File: src/rtl/uart_pkg.sv
// Shared types and helpers for the UART transmit arbiter and related selectors.
package uart_pkg;

    typedef enum logic [1:0] {
        StIdle,
        StStart,
        StWaitDone
    } state_e;

    localparam int unsigned DATA_W_DEF = 8;

    // A single requester still needs one index bit.
    function automatic int unsigned idx_w(input int unsigned n);
        return (n > 1) ? $clog2(n) : 1;
    endfunction

endpackage

File: src/rtl/uart_tx_arbiter_if.sv
// Handshake bundle between byte producers, the arbiter and the UART transmitter.
interface uart_tx_arbiter_if
    import uart_pkg::*;
#(
    parameter int unsigned NUM_REQ = 4,
    parameter int unsigned DATA_W  = DATA_W_DEF
);

    logic [NUM_REQ-1:0]        req;
    logic [NUM_REQ*DATA_W-1:0] req_data;
    logic [NUM_REQ-1:0]        req_ack;
    logic [NUM_REQ-1:0]        req_done;
    logic                      tx_start;
    logic [DATA_W-1:0]         tx_data;
    logic                      tx_busy;
    logic                      arb_busy;
    logic [idx_w(NUM_REQ)-1:0] owner;
    logic                      err_timeout;

    // Arbiter side: drives the transmitter start handshake and the client acks.
    modport master (
        input  req, req_data, tx_busy,
        output req_ack, req_done, tx_start, tx_data, arb_busy, owner, err_timeout
    );

    // Environment side: clients plus the transmitter instance.
    modport slave (
        output req, req_data, tx_busy,
        input  req_ack, req_done, tx_start, tx_data, arb_busy, owner, err_timeout
    );

endinterface

File: src/rtl/rr_pick.sv
// Combinational round-robin selector: first set req bit at or after ptr, with wrap.
module rr_pick
    import uart_pkg::*;
#(
    parameter int unsigned NUM_REQ = 4
) (
    input  logic [NUM_REQ-1:0]        req,
    input  logic [idx_w(NUM_REQ)-1:0] ptr,
    output logic                      valid,
    output logic [idx_w(NUM_REQ)-1:0] idx
);

    localparam int unsigned IW = idx_w(NUM_REQ);

    logic [IW:0] cand;

    always_comb begin
        valid = 1'b0;
        idx   = '0;
        cand  = '0;
        for (int i = 0; i < int'(NUM_REQ); i++) begin
            // ptr + i stays below 2*NUM_REQ, so one conditional subtract wraps it.
            cand = {1'b0, ptr} + (IW + 1)'(i);
            if (cand >= (IW + 1)'(NUM_REQ)) begin
                cand = cand - (IW + 1)'(NUM_REQ);
            end
            if (!valid && req[cand[IW-1:0]]) begin
                valid = 1'b1;
                idx   = cand[IW-1:0];
            end
        end
    end

endmodule

File: src/rtl/uart_tx_arbiter.sv
// Round-robin sharing of one UART transmitter among NUM_REQ byte producers.
// Optional start-timeout supervision is built when UART_TX_ARB_TIMEOUT_EN is defined.
module uart_tx_arbiter
    import uart_pkg::*;
#(
    parameter int unsigned NUM_REQ     = 4,
    parameter int unsigned DATA_W      = DATA_W_DEF,
    parameter int unsigned TIMEOUT_CYC = 1024
) (
    input logic             clk,
    input logic             reset,
    uart_tx_arbiter_if.master bus
);

    localparam int unsigned IW = idx_w(NUM_REQ);

    if (NUM_REQ < 2 || NUM_REQ > 16 || TIMEOUT_CYC == 0) begin : g_param_check
        $error("uart_tx_arbiter: NUM_REQ must be 2..16 and TIMEOUT_CYC nonzero");
    end

    state_e             state_q, state_d;
    logic [IW-1:0]      ptr_q, ptr_d;
    logic [IW-1:0]      owner_q, owner_d;
    logic [DATA_W-1:0]  data_q, data_d;
    logic [NUM_REQ-1:0] ack_q, ack_d;
    logic [NUM_REQ-1:0] done_q, done_d;
    logic               busy_prev_q;
    logic               pick_valid;
    logic [IW-1:0]      pick_idx;

`ifdef UART_TX_ARB_TIMEOUT_EN
    localparam int unsigned CW = $clog2(TIMEOUT_CYC) + 1;
    logic [CW-1:0] cnt_q, cnt_d;
    logic          err_q, err_d;
`endif

    rr_pick #(
        .NUM_REQ(NUM_REQ)
    ) u_rr_pick (
        .req  (bus.req),
        .ptr  (ptr_q),
        .valid(pick_valid),
        .idx  (pick_idx)
    );

    always_comb begin
        state_d = state_q;
        ptr_d   = ptr_q;
        owner_d = owner_q;
        data_d  = data_q;
        ack_d   = '0;
        done_d  = '0;
`ifdef UART_TX_ARB_TIMEOUT_EN
        cnt_d   = '0;
        err_d   = 1'b0;
`endif
        unique case (state_q)
            StIdle: begin
                if (pick_valid) begin
                    owner_d          = pick_idx;
                    data_d           = bus.req_data[pick_idx * DATA_W +: DATA_W];
                    ack_d[pick_idx]  = 1'b1;
                    ptr_d            = (pick_idx == IW'(NUM_REQ - 1)) ? '0 : pick_idx + 1'b1;
                    state_d          = StStart;
                end
            end
            StStart: begin
                // Only a fresh rise counts; a level left over from earlier use does not.
                if (bus.tx_busy && !busy_prev_q) begin
                    state_d = StWaitDone;
                end
`ifdef UART_TX_ARB_TIMEOUT_EN
                else if (cnt_q == CW'(TIMEOUT_CYC - 1)) begin
                    state_d = StIdle;
                    err_d   = 1'b1;
                end else begin
                    cnt_d = cnt_q + 1'b1;
                end
`endif
            end
            StWaitDone: begin
                if (!bus.tx_busy) begin
                    done_d[owner_q] = 1'b1;
                    state_d         = StIdle;
                end
            end
            default: state_d = StIdle;
        endcase
    end

    always_ff @(posedge clk) begin
        if (reset) begin
            state_q <= StIdle;
            ptr_q   <= '0;
            owner_q <= '0;
            data_q  <= '0;
            ack_q   <= '0;
            done_q  <= '0;
        end else begin
            state_q <= state_d;
            ptr_q   <= ptr_d;
            owner_q <= owner_d;
            data_q  <= data_d;
            ack_q   <= ack_d;
            done_q  <= done_d;
        end
    end

    // Tracks the line even through reset so a busy level seen on START entry is not a rise.
    always_ff @(posedge clk) begin
        busy_prev_q <= bus.tx_busy;
    end

`ifdef UART_TX_ARB_TIMEOUT_EN
    always_ff @(posedge clk) begin
        if (reset) begin
            cnt_q <= '0;
            err_q <= 1'b0;
        end else begin
            cnt_q <= cnt_d;
            err_q <= err_d;
        end
    end

    assign bus.err_timeout = err_q;
`else
    assign bus.err_timeout = 1'b0;
`endif

    assign bus.req_ack  = ack_q;
    assign bus.req_done = done_q;
    assign bus.tx_start = (state_q == StStart);
    assign bus.tx_data  = data_q;
    assign bus.arb_busy = (state_q != StIdle);
    assign bus.owner    = owner_q;

endmodule

File: src/flat_wrapper.sv
// flat-port wrapper written by rule: the top's interface ports become plain ports
module uart_tx_arbiter_flat import uart_pkg::*;
#(
    parameter int unsigned NUM_REQ     = 4,
    parameter int unsigned DATA_W      = DATA_W_DEF,
    parameter int unsigned TIMEOUT_CYC = 1024
)
  (clk, reset, bus_req, bus_req_data, bus_tx_busy, bus_req_ack, bus_req_done, bus_tx_start, bus_tx_data, bus_arb_busy, bus_owner, bus_err_timeout);
  uart_tx_arbiter_if #(.NUM_REQ(NUM_REQ), .DATA_W(DATA_W)) bus_i ();
  input logic clk;
  input logic reset;
  input wire logic [$bits(bus_i.req)-1:0] bus_req;
  input wire logic [$bits(bus_i.req_data)-1:0] bus_req_data;
  input wire logic [$bits(bus_i.tx_busy)-1:0] bus_tx_busy;
  output wire logic [$bits(bus_i.req_ack)-1:0] bus_req_ack;
  output wire logic [$bits(bus_i.req_done)-1:0] bus_req_done;
  output wire logic [$bits(bus_i.tx_start)-1:0] bus_tx_start;
  output wire logic [$bits(bus_i.tx_data)-1:0] bus_tx_data;
  output wire logic [$bits(bus_i.arb_busy)-1:0] bus_arb_busy;
  output wire logic [$bits(bus_i.owner)-1:0] bus_owner;
  output wire logic [$bits(bus_i.err_timeout)-1:0] bus_err_timeout;
  assign bus_i.req = bus_req;
  assign bus_i.req_data = bus_req_data;
  assign bus_i.tx_busy = bus_tx_busy;
  assign bus_req_ack = bus_i.req_ack;
  assign bus_req_done = bus_i.req_done;
  assign bus_tx_start = bus_i.tx_start;
  assign bus_tx_data = bus_i.tx_data;
  assign bus_arb_busy = bus_i.arb_busy;
  assign bus_owner = bus_i.owner;
  assign bus_err_timeout = bus_i.err_timeout;
  uart_tx_arbiter #(.NUM_REQ(NUM_REQ), .DATA_W(DATA_W), .TIMEOUT_CYC(TIMEOUT_CYC)) u_core (.clk(clk), .reset(reset), .bus(bus_i));
endmodule
File: config.mk
export PLATFORM = sky130hd
export DESIGN_NAME = uart_tx_arbiter_flat
export DESIGN_NICKNAME = d
export VERILOG_FILES = /design/src/rtl/uart_pkg.sv /design/src/rtl/uart_tx_arbiter_if.sv /design/src/rtl/rr_pick.sv /design/src/rtl/uart_tx_arbiter.sv /design/src/flat_wrapper.sv
export SDC_FILE = /design/constraint.sdc
export NUM_CORES = 1
export LEC_CHECK = 0
export ABC_AREA = 1
export CORE_UTILIZATION = 30
export DETAILED_ROUTE_END_ITERATION = 8
export PLACE_DENSITY = 0.65
export SLEW_MARGIN = 20
export SYNTH_ARGS = -nofsm -noshare
export SYNTH_HDL_FRONTEND = slang
export SYNTH_SLANG_ARGS = --single-unit
File: constraint.sdc
create_clock -name clk -period 2.55 [get_ports clk]
set_input_delay 0.51 -clock clk [delete_from_list [all_inputs] [get_ports clk]]
set_output_delay 0.51 -clock clk [all_outputs]
set_load 0.02 [all_outputs]
==> summary.txt <==
Global routing
  – All-layer global routing usage: 0.137
  – Overflow after GRT: 0
  – Number of antenna violations at the first check in global routing: 0
  – Pin count of the biggest net entering global routing: 20
  – Via count of the first global-routing pass: 1,375
  – Wire length of the first global-routing pass: 5.73 mm

Clocking
  – H-tree lvl count: 1
  – Setup fix buffers added after clock tree synthesis: 0
  – Post-CTS resize count: 0
  – Root buffer cell: clkbuf_8
  – Max Buffers Root-to-Sink: 2
  – Clock insertion delay at the later pin of the skew report: 260 ps
  – Clk sink count: 23
  – Number of buffers inserted by hold repair at cts: 0
  – TritonCTS Buffers: 3
  – Clock transition at path regs: 80 ps
  – CTS tree: done

Die
  – Overall die height: 72.2 microns
  – Std-Cell Core Area: 0.00472 sq mm
  – Full die area: 0.00522 sq mm
  – I/O pin cnt: 60
  – Starting density of the core: 0.313
  – Count of standard-cell rows: 25
  – Horizontal die dimension: 72.2 microns

Placed design
  – RePlAce Congestion: 0.836
  – Port Buffer Count: 58
  – Detailed placer's ending HPWL: 2.80 mm
  – Placement-stage cell area: 0.00212 sq mm

Setup path
  – CP Class: input port to flop
  – Logic depth of the worst register-to-register path: 11
  – Critical register-to-register path startpoint: u_core.ptr_q[0]
  – Cells along the critical path: clkdlybuf4s50_1 -> inv_1 -> nand2_1 -> nand3_1 -> nand2_1 -> inv_1 -> nand3_1 -> nand3_1 -> nand2_2 -> inv_2 -> ha_1 -> o21ai_0 -> a21oi_1
  – Worst reg-to-reg setup slack: 510 ps
  – Largest driver fanout on the critical path: 6
  – CP dominant cell by count: nand3_1
  – CP peak stage delay: 470 ps
  – R2R Path End: u_core.ptr_q[1]
  – Type of origin of the critical path: input port
  – Data arrival, critical path: 2280 ps
  – CP required: 2710 ps
  – End point of the critical path: u_core.ptr_q[1]
  – Launching element of the worst setup path: bus_req[2]
  – Critical path's slowest cell: clkdlybuf4s50_1
  – CP Capture Type: flop

Synthesis
  – Post-synthesis xor/xnor area fraction: 0
  – Net count after synthesis: 271
  – Number of distinct library cells after synthesis: 25
  – Area share of fa/ha/maj cells after synthesis: 0.0338
  – Sequential element share of the synthesized area: 0.311
  – Synth top cells by count: nand2_1 (85), dfxtp_1 (23), nor2_1 (23)
  – Fraction of the mapped netlist area in compound gates: 0.0668
  – Area of the mapped netlist: 0.00148 sq mm
  – Fraction of synthesis flops using an asynchronous set or reset pin: 0
  – Biggest area consumer among synthesized cells: dfxtp_1
  – Yosys warns: 0
  – Number of flops mapped to enable cells by yosys: 0
  – Syn_area_per_cell: 6.49 sq um
  – Gate Count Post-Synth: 228
  – Leading post-synthesis cells by cell area: dfxtp_1 (31%), nand2_1 (22%), nand2_2 (5.9%)
  – Most instantiated flip-flop cell in the synthesis netlist: dfxtp_1
  – Most numerous cell in the Yosys netlist: nand2_1
  – Share of the synthesized area in the top cell type: 0.311
  – Register bit count reported by yosys: 23
  – Area share of and/or/nand/nor cells after synthesis: 0.483
  – Multiplexer area fraction after synthesis: 0
  – Dominant combinational cell family by area after synthesis: simple AND/OR/NAND/NOR gates

STA
  – Fmax: 0.472 GHz
  – Clock period minus final worst setup slack: 2120 ps
  – Setup repair after global routing missed its margin: false
  – Final critical-path share of the clock period: 0.832
  – Final total negative setup slack: 0 ps
  – Number of max-slew violations in the final report: 0
  – Total setup violations reported at the end of the flow: 0
  – Largest clock skew in the final design: 4.28 ps
  – Number of endpoints with negative hold slack in the final report: 0

Drt
  – DR WL met2: 1.63 mm
  – DRC violations left: 0
  – Drt wl/cell: 9.62 microns
  – Sum of routed wire segments on met1: 1.60 mm
  – Number of DRC violations after detailed-routing iteration 0: 42
  – Met3 WL post-DR: 183 microns
  – Count of TritonRoute iterations in the first routing pass: 4
  – Top layer reached by signal wires: met4
  – Avg Vias per Cell: 4.30
  – Total wire length: 3.42 mm
  – Post-route ant nets: 0
  – Via count of the routed design: 1,527

Flow run
  – Maximum capacitance violations: 0

Layout
  – Filler cell count in the final layout: 492
  – Final Net Count: 332
  – Fraction of layout cells with a size suffix above 1: 0.132
  – Diodes inserted: 0
  – Area delta synth->final: 46.2%
  – Finished layout cell area: 0.00216 sq mm

Pwr
  – Peak supply drop: 0.419 mV
  – Power density cells: 1140 mW/mm^2
  – Leak pwr: 1.04 nW

Min path
  – Startpoint of the lowest-slack hold path: u_core.bus.owner[0]
  – Worst hold-check path type: flop to flop

Status
  – Run status: finished clean
==> sequential cells by signal, summed over array words and instances (netlist names) <==
name / cells
u_core.ptr_q: 2
u_core.busy_prev_q: 1
u_core.bus.owner: 2
u_core.bus.tx_data: 8
u_core.bus.req_ack: 4
u_core.bus.req_done: 4
u_core.state_q: 2
==> worst min path at each step <==
| stage | to | slack (ps) | cells after the start |
|---|---|---|---|
| 3_5_place_dp | u_core.bus.req_done[2] | 470 | 1 |
| 3_3_place_gp | u_core.bus.req_done[1] | 470 | 1 |
| 2_1_floorplan | u_core.state_q[1] | 500 | 2 |
| 5_1_grt | u_core.bus.req_done[2] | 510 | 1 |
| 4_1_cts | u_core.bus.req_done[2] | 490 | 1 |
| 6_report | u_core.bus.req_done[2] | 480 | 1 |
==> layout by cell type, fill, tap and decap left out <==
| master | Yosys | layout |
|---|---|---|
| nor2_1 | 23 | 23 |
| o21ai_0 | 5 | 5 |
| clkdlybuf4s50_1 | 0 | 58 |
| nand2_2 | 14 | 14 |
| inv_1 | 20 | 20 |
| buf_4 | 1 | 2 |
| inv_4 | 1 | 1 |
| nand3_2 | 3 | 3 |
| a21oi_1 | 5 | 5 |
| o2111ai_1 | 1 | 1 |
| nand3_4 | 2 | 2 |
| o21ai_1 | 5 | 5 |
| dfxtp_1 | 23 | 23 |
| clkinv_2 | 0 | 1 |
| a211oi_1 | 1 | 1 |
| nor3_1 | 4 | 4 |
| ha_1 | 4 | 4 |
| clkbuf_8 | 0 | 3 |
| nor2_8 | 1 | 1 |
| conb_1 | 1 | 1 |
| nand2_1 | 85 | 85 |
| inv_2 | 7 | 7 |
| nand2_4 | 4 | 4 |
| clkinv_1 | 1 | 1 |
| nand3_1 | 8 | 8 |
| o211ai_1 | 1 | 1 |
| nand4_1 | 5 | 5 |
==> metal layers <==
metal	track usage	vias up
li1	-	825
met1	0.174	658
met2	0.241	42
met3	0.0306	2
met4	0.0196	0
met5	0	-
==> power by group <==
| part | leakage (nW) | switching (W) | internal, W |
|---|---|---|---|
| combinational | 0.825 | 0.00107 | 0.000639 |
| sequential | 0.190 | 0.0000724 | 0.000476 |
| clock | 0.0255 | 0.000112 | 0.000109 |
==> area by class of cell <==
cell class              count  area (sq um)  share of cell area
repair buffers             60           596               0.275
inverters                  29           111              0.0514
well taps                  67          83.8              0.0387
clock inverters             1          5.00             0.00231
clock buffers               3          41.3              0.0191
flip-flops and latches     23           460               0.213
multi-input cells         172           867               0.401
==> stage by stage <==
| step | setup slack, ps | total power, W | instances | utilization | hold slack, ps |
|---|---|---|---|---|---|
| 6_report | 429 | 0.00248 | 355 | 0.458 | 483 |
| 5_1_grt | 263 | 0.00273 | 355 | 0.458 | 510 |
| 4_1_cts | 426 | 0.00251 | 355 | 0.458 | 488 |
| 3_5_place_dp | 146 | 0.00228 | 351 | 0.448 | 472 |
| 3_3_place_gp | 162 | 0.00226 | 351 | 0.448 | 467 |
| 2_1_floorplan | 575 | 0.00182 | 228 | - | 504 |
==> cell families (layout without fill, tap and decap cells) <==
logic type                 after synthesis  count (layout)
other                                    1               1
AOI/OAI and AO/OA                       18              18
buffers and inverters                   33              93
DFF                                     23              23
adders and majority gates                4               4
and+or+nand+nor                        149             149
==> worst max-delay path: cells and delay by family <==
kind / cells / cell delay (ps)
adder cells (fa/ha/maj): 1 / 270
buffers and inverters: 4 / 690
AND/OR/NAND/NOR: 6 / 600
AO/OA/AOI/OAI: 2 / 200
No activity file was read; power rests on OpenSTA's default activity.
